File: config.mk
export PLATFORM = sky130hd
export DESIGN_NAME = qrs_peak_search
export DESIGN_NICKNAME = d
export VERILOG_FILES = /design/src/rtl/qrs_peak_search.sv
export SDC_FILE = /design/constraint.sdc
export NUM_CORES = 1
export LEC_CHECK = 0
export CAP_MARGIN = 20
export CORE_UTILIZATION = 30
export CTS_CLUSTER_DIAMETER = 200
export DETAILED_ROUTE_END_ITERATION = 6
export SLEW_MARGIN = 20
export SYNTH_ARGS = -nofsm -noshare
export SYNTH_HDL_FRONTEND = slang
export SYNTH_SLANG_ARGS = --single-unit
File: constraint.sdc
create_clock -name i_clk -period 3.15 [get_ports i_clk]
set_input_delay 0.4725 -clock i_clk [delete_from_list [all_inputs] [get_ports i_clk]]
set_output_delay 0.4725 -clock i_clk [all_outputs]
set_load 0.02 [all_outputs]
File: src/rtl/qrs_peak_search.sv
// Sample-stream front end of the QRS detector: counts samples, tracks the init-phase maximum,
// then finds each supra-threshold excursion and reports its peak before a refractory hold-off.
module qrs_peak_search #(
    parameter int DATA_WIDTH  = 11,
    parameter int CTR_WIDTH   = 24,
    parameter int QRS_WIN     = 36,
    parameter int REFRACT_LEN = 72
) (
    input  logic                         i_clk,
    input  logic                         i_rst,
    input  logic                         i_ce,
    input  logic signed [DATA_WIDTH-1:0] i_sample,
    input  logic                         i_sample_valid,
    input  logic                         i_search_en,
    input  logic        [DATA_WIDTH-1:0] i_qrs_threshold,
    output logic        [CTR_WIDTH-1:0]  o_ctr,
    output logic signed [DATA_WIDTH-1:0] o_abs_diff_short_max,
    output logic                         o_abs_diff_short_valid,
    output logic                         o_extremum_found,
    output logic        [CTR_WIDTH-1:0]  o_peak_ctr,
    output logic        [1:0]            o_dbg_state
);

    localparam int WIN_W = $clog2(QRS_WIN + 1);
    localparam int REF_W = $clog2(REFRACT_LEN + 1);

    typedef enum logic [1:0] {
        S_IDLE    = 2'd0,
        S_ABOVE   = 2'd1,
        S_REFRACT = 2'd2
    } state_t;

    state_t                  state_q, state_d;
    logic                    started_q, started_d;
    logic [CTR_WIDTH-1:0]    ctr_q, ctr_d;
    logic [DATA_WIDTH-1:0]   max_q, max_d;
    logic                    valid_q, valid_d;
    logic                    found_q, found_d;
    logic [CTR_WIDTH-1:0]    peak_ctr_q, peak_ctr_d;
    logic [DATA_WIDTH-1:0]   peak_q, peak_d;
    logic [CTR_WIDTH-1:0]    peak_idx_q, peak_idx_d;
    logic [WIN_W-1:0]        win_q, win_d;
    logic [REF_W-1:0]        ref_q, ref_d;

    logic                    accept;
    logic [DATA_WIDTH-1:0]   samp;

    assign accept = i_ce & i_sample_valid;
    // Negative differences carry no peak information; treat them as zero.
    assign samp   = i_sample[DATA_WIDTH-1] ? '0 : $unsigned(i_sample);

    always_comb begin
        state_d    = state_q;
        started_d  = started_q | i_search_en;
        ctr_d      = ctr_q;
        max_d      = max_q;
        valid_d    = valid_q;
        found_d    = 1'b0;
        peak_ctr_d = peak_ctr_q;
        peak_d     = peak_q;
        peak_idx_d = peak_idx_q;
        win_d      = win_q;
        ref_d      = ref_q;

        if (accept) begin
            ctr_d   = ctr_q + CTR_WIDTH'(1);
            valid_d = 1'b1;
            if (!started_d && (samp > max_q)) begin
                max_d = samp;
            end
        end

        case (state_q)
            S_IDLE: begin
                if (accept && started_d && i_search_en && (samp > i_qrs_threshold)) begin
                    state_d    = S_ABOVE;
                    peak_d     = samp;
                    peak_idx_d = ctr_q;
                    win_d      = WIN_W'(1);
                end
            end
            S_ABOVE: begin
                if (!i_search_en) begin
                    state_d = S_IDLE;
                end else if (accept) begin
                    if (samp > peak_q) begin
                        peak_d     = samp;
                        peak_idx_d = ctr_q;
                    end
                    win_d = win_q + WIN_W'(1);
                    // Falling below threshold and window exhaustion may coincide; one detection either way.
                    if ((samp <= i_qrs_threshold) || (win_d >= WIN_W'(QRS_WIN))) begin
                        state_d    = S_REFRACT;
                        ref_d      = '0;
                        found_d    = 1'b1;
                        max_d      = peak_d;
                        peak_ctr_d = peak_idx_d;
                    end
                end
            end
            S_REFRACT: begin
                if (accept) begin
                    if ((ref_q + REF_W'(1)) >= REF_W'(REFRACT_LEN)) begin
                        state_d = S_IDLE;
                        ref_d   = '0;
                    end else begin
                        ref_d = ref_q + REF_W'(1);
                    end
                end
            end
            default: state_d = S_IDLE;
        endcase
    end

    always_ff @(posedge i_clk or posedge i_rst) begin
        if (i_rst) begin
            state_q    <= S_IDLE;
            started_q  <= 1'b0;
            ctr_q      <= '0;
            max_q      <= '0;
            valid_q    <= 1'b0;
            found_q    <= 1'b0;
            peak_ctr_q <= '0;
            peak_q     <= '0;
            peak_idx_q <= '0;
            win_q      <= '0;
            ref_q      <= '0;
        end else begin
            state_q    <= state_d;
            started_q  <= started_d;
            ctr_q      <= ctr_d;
            max_q      <= max_d;
            valid_q    <= valid_d;
            found_q    <= found_d;
            peak_ctr_q <= peak_ctr_d;
            peak_q     <= peak_d;
            peak_idx_q <= peak_idx_d;
            win_q      <= win_d;
            ref_q      <= ref_d;
        end
    end

    assign o_ctr                  = ctr_q;
    assign o_abs_diff_short_max   = $signed(max_q);
    assign o_abs_diff_short_valid = valid_q;
    assign o_extremum_found       = found_q;
    assign o_peak_ctr             = peak_ctr_q;
    assign o_dbg_state            = state_q;

endmodule

==> impl_metrics.csv <==
group,metric,value,unit
pwr,power_density,493,nW/um2
clock_tree,cts_tree,"done",
clock_tree,ctsRootBufferMaster,"sky130_fd_sc_hd__clkbuf_16",
global_route,grt-ovfl-total,0,
cells_and_area,syn2layout_area_growth,29.9,%
worst_setup_path,crit_path_end_kind,"flip-flop",
synthesis,synth.area.top_cells,"sky130_fd_sc_hd__dfrtp_1 46%, sky130_fd_sc_hd__mux2_2 9.5%, sky130_fd_sc_hd__mux2_4 6.9%",
sta,fin_crit,3040,ps
cells_and_area,final_common_cell,"sky130_fd_sc_hd__dfrtp_1",
synthesis,mappedNetlistArea,6130,um2
drt,routed-via-count,4365,
synthesis,postSynthAreaPerCell,11.7,um2
floorplanning,initial_utilization,0.310,
global_route,track_usage,0.143,
sta,maxSlewViolCount,0,
clock_tree,clk_path_buf_depth,2,
floorplanning,design.portCount,90,
synthesis,async_flop_share,1.00,
place,placedInstanceArea,7670,um2
cells_and_area,final_net_count,707,
synthesis,ys_warn_count,0,
place,dpl.hpwl,10400,um
drt,drt_first_pass_iters,6,
worst_setup_path,crit_path_cell_trace,"clkdlybuf4s50_1, nor2b_1, ha_1, nand4b_1, a2111oi_2, or3_2, o21ai_4, a221o_2, buf_12, mux2_4",
sta,finalSetupViolations,0,
synthesis,synth.largest_area_cell,"sky130_fd_sc_hd__dfrtp_1",
place,numPortBuffers,89,
clock_tree,clkTransAtPathRegs,70,ps
floorplanning,core_region_area,19800,um2
drt,postRouteWirelength,14200,um
cells_and_area,layoutNonFillerInstCount,922,
pwr,worst_case_vdd_ir_drop,0.260,mV
worst_setup_path,timing.critical_path.arrival,3270,ps
drt,wl_per_cell,15.4,um
floorplanning,placement_rows,51,
sta,final_hold_vios,0,
clock_tree,clk_latency_worst_skew_pair,350,ps
synthesis,postSynthNetCount,580,
cells_and_area,post-route-util,0.403,
sta,max_freq,0.328,GHz
place,gp_congestion,0.833,
cells_and_area,multi_input_comb_area,3130,um2
sta,relSlewSlack,0.596,
clock_tree,hold_buffers,0,
cells_and_area,layout-drive-gt1-share,0.239,
worst_setup_path,worst-setup-path-type,"input port to flip-flop",
floorplanning,design.die.area,21000,um2
worst_setup_path,worst-path-buf-inv,2,
drt,avgViaCountPerCell,4.73,
global_route,grt_pass1_wl,24200,um
global_route,grt_start_max_net_pins,113,
sta,worst_clock_skew,7.38,ps
worst_setup_path,critPathTopFamily,"simple AND/OR/NAND/NOR gates",
worst_setup_path,ff2ff_path_depth,11,
hold_path,worstHoldPathType,"flip-flop to flip-flop",
cells_and_area,final_cell_area,7970,um2
run,drv_cap,0,
synthesis,synth-edff-count,0,
pwr,power.static_leakage,3.74,nW
worst_setup_path,worst_r2r_endpoint,"o_peak_ctr[1]",
hold_path,worstHoldStart,"o_abs_diff_short_valid",
sta,final.period_utilization,0.967,
hold_path,holdPathStages,1,
drt,first_iter_violations,251,
worst_setup_path,worst_ep_required_time,3380,ps
synthesis,postSynth.topFlopCell,"sky130_fd_sc_hd__dfrtp_1",
synthesis,post_synth_top_area_share,0.457,
drt,ant_nets,0,
synthesis,netlist_instances,526,
cells_and_area,sequential_cell_area,2800,um2
sta,finalHoldWorstSlack,490,ps
synthesis,seq_area_frac_synth,0.457,
cells_and_area,filler_cell_count,1909,
global_route,grt_antenna_before_repair,0,
sta,rsz_0062_raised_after_global_routing,"false",
cells_and_area,diode_insertion_count_for_antenna_repair,0,
clock_tree,cts.htree.levels,3,
worst_setup_path,timing.reg2reg.setup_slack,440,ps
sta,timing_worst_slew_pin_value,606,ps
cells_and_area,mostFrequentLayoutCells,"112 x sky130_fd_sc_hd__dfrtp_1, 88 x sky130_fd_sc_hd__clkdlybuf4s50_1, 52 x sky130_fd_sc_hd__mux2_2",
synthesis,count_of_unique_library_cells_instantiated_by_yosys,60,
synthesis,postSynthRegisterBits,112,
worst_setup_path,crit_slowest_cell,"sky130_fd_sc_hd__or3_2",
clock_tree,cts_setup_buffers,0,
status,run_status,"finished clean",
worst_setup_path,worst_path_largest_cell_delay,540,ps
place,dp.cells,907,
hold_path,worst_case_hold_path_end_point,"o_abs_diff_short_valid",
worst_setup_path,worst_r2r_startpoint,"peak_q[9]",
worst_setup_path,critPathLaunchType,"input port",
global_route,first_global_vias,4568,
drt,route.detailed.drc,0,
floorplanning,die_y,145,um
pwr,design_power_total,3.93,mW
floorplanning,die_w,145,um
worst_setup_path,timing.critical_path.fanout_max,21,
clock_tree,cts_made_buffers,9,
clock_tree,cts_num_sinks,112,
## worst reg2reg max path, cell delays in order (launching register included)
cell and delay, ps:
sky130_fd_sc_hd__dfrtp_1 380, sky130_fd_sc_hd__inv_1 60, sky130_fd_sc_hd__ha_1 280, sky130_fd_sc_hd__and4b_1 240, sky130_fd_sc_hd__nand3_1 90, sky130_fd_sc_hd__a21oi_1 210
sky130_fd_sc_hd__a21oi_1 130, sky130_fd_sc_hd__buf_4 140, sky130_fd_sc_hd__a22oi_2 240, sky130_fd_sc_hd__buf_12 200, sky130_fd_sc_hd__mux2_2 360, sky130_fd_sc_hd__mux2_2 260
## Yosys cell counts, types with 3 or more instances
library cell / count
sky130_fd_sc_hd__nor3_1: 4
sky130_fd_sc_hd__o21a_1: 3
sky130_fd_sc_hd__nand4_1: 6
sky130_fd_sc_hd__mux2i_1: 29
sky130_fd_sc_hd__dfrtp_1: 112
sky130_fd_sc_hd__buf_6: 4
sky130_fd_sc_hd__o21ai_0: 9
sky130_fd_sc_hd__xor2_1: 4
sky130_fd_sc_hd__nand2b_1: 6
sky130_fd_sc_hd__nand2_1: 31
sky130_fd_sc_hd__xnor2_1: 23
sky130_fd_sc_hd__nand3_1: 16
sky130_fd_sc_hd__a211oi_1: 5
sky130_fd_sc_hd__and3_1: 7
sky130_fd_sc_hd__and4_1: 3
sky130_fd_sc_hd__a21o_1: 5
sky130_fd_sc_hd__nor2b_1: 16
sky130_fd_sc_hd__clkbuf_1: 4
sky130_fd_sc_hd__inv_1: 32
sky130_fd_sc_hd__or3_1: 6
sky130_fd_sc_hd__buf_2: 4
sky130_fd_sc_hd__a21oi_1: 15
sky130_fd_sc_hd__a31o_2: 6
sky130_fd_sc_hd__nand4b_1: 3
sky130_fd_sc_hd__ha_1: 27
sky130_fd_sc_hd__mux2_2: 52
sky130_fd_sc_hd__mux2_4: 28
sky130_fd_sc_hd__and2_1: 3
sky130_fd_sc_hd__nor2_1: 23
## cells by family after synthesis
kind of cell / share of synthesized area
AO/OA/AOI/OAI: 0.0808
XOR/XNOR: 0.0385
adder cells (fa/ha/maj): 0.0602
buffers and inverters: 0.0357
flip-flops: 0.457
multiplexers: 0.213
AND/OR/NAND/NOR: 0.115
## timing repair
action	4_1_cts	5_1_grt
endpoints found under the setup margin	42	8
gates cloned	0	0
gates resized for setup	5	1
## stage by stage
step | TNS [ps] | worst slack, ps
finish | 0 | 105
global route | 0 | 28.9
CTS | 0 | 97.4
floorplan | 0 | 28.6
global placement | -24460 | -405
detailed placement | -28510 | -481
## area by class of cell
class | instances | share of cell area
Clock inverter | 3 | 0.00534
Clock buffer | 12 | 0.0309
Sequential cell | 112 | 0.352
Tap cell | 265 | 0.0416
Inverter | 34 | 0.0165
Timing Repair Buffer | 130 | 0.161
Multi-Input combinational cell | 366 | 0.393
## worst max path at each step
stage / startpoint / depth (start not counted) / to
after CTS: i_sample[1] / 12 / peak_idx_q[8]
after detailed placement: i_sample[10] / 11 / peak_idx_q[1]
after floorplan: i_sample[10] / 11 / o_peak_ctr[10]
final: i_sample[9] / 10 / peak_idx_q[8]
after global placement: i_sample[10] / 11 / peak_idx_q[17]
after global routing: i_sample[3] / 11 / peak_idx_q[5]
## state kept, by name, summed over array words and instances, names as in the netlist
name	count
o_peak_ctr	24
o_dbg_state	2
o_extremum_found	1
win_q	6
o_ctr	24
ref_q	7
peak_idx_q	24
o_abs_diff_short_max	11
o_abs_diff_short_valid	1
peak_q	11
started_q	1
## per-layer routing
| layer | vias up | track usage | share of wire |
|---|---|---|---|
| met5 | - | 0 | 0 |
| met2 | 77 | 0.225 | 0.46 |
| met3 | 9 | 0.0390 | 0.037 |
| met1 | 2149 | 0.198 | 0.49 |
| met4 | 0 | 0.0239 | 0.0097 |
| li1 | 2130 | - | - |
## where the power goes
group          switching [mW]  internal [mW]
clock                   0.500          0.634
sequential              0.198           1.60
combinational           0.459          0.542
(Power assumes the default switching activity.)
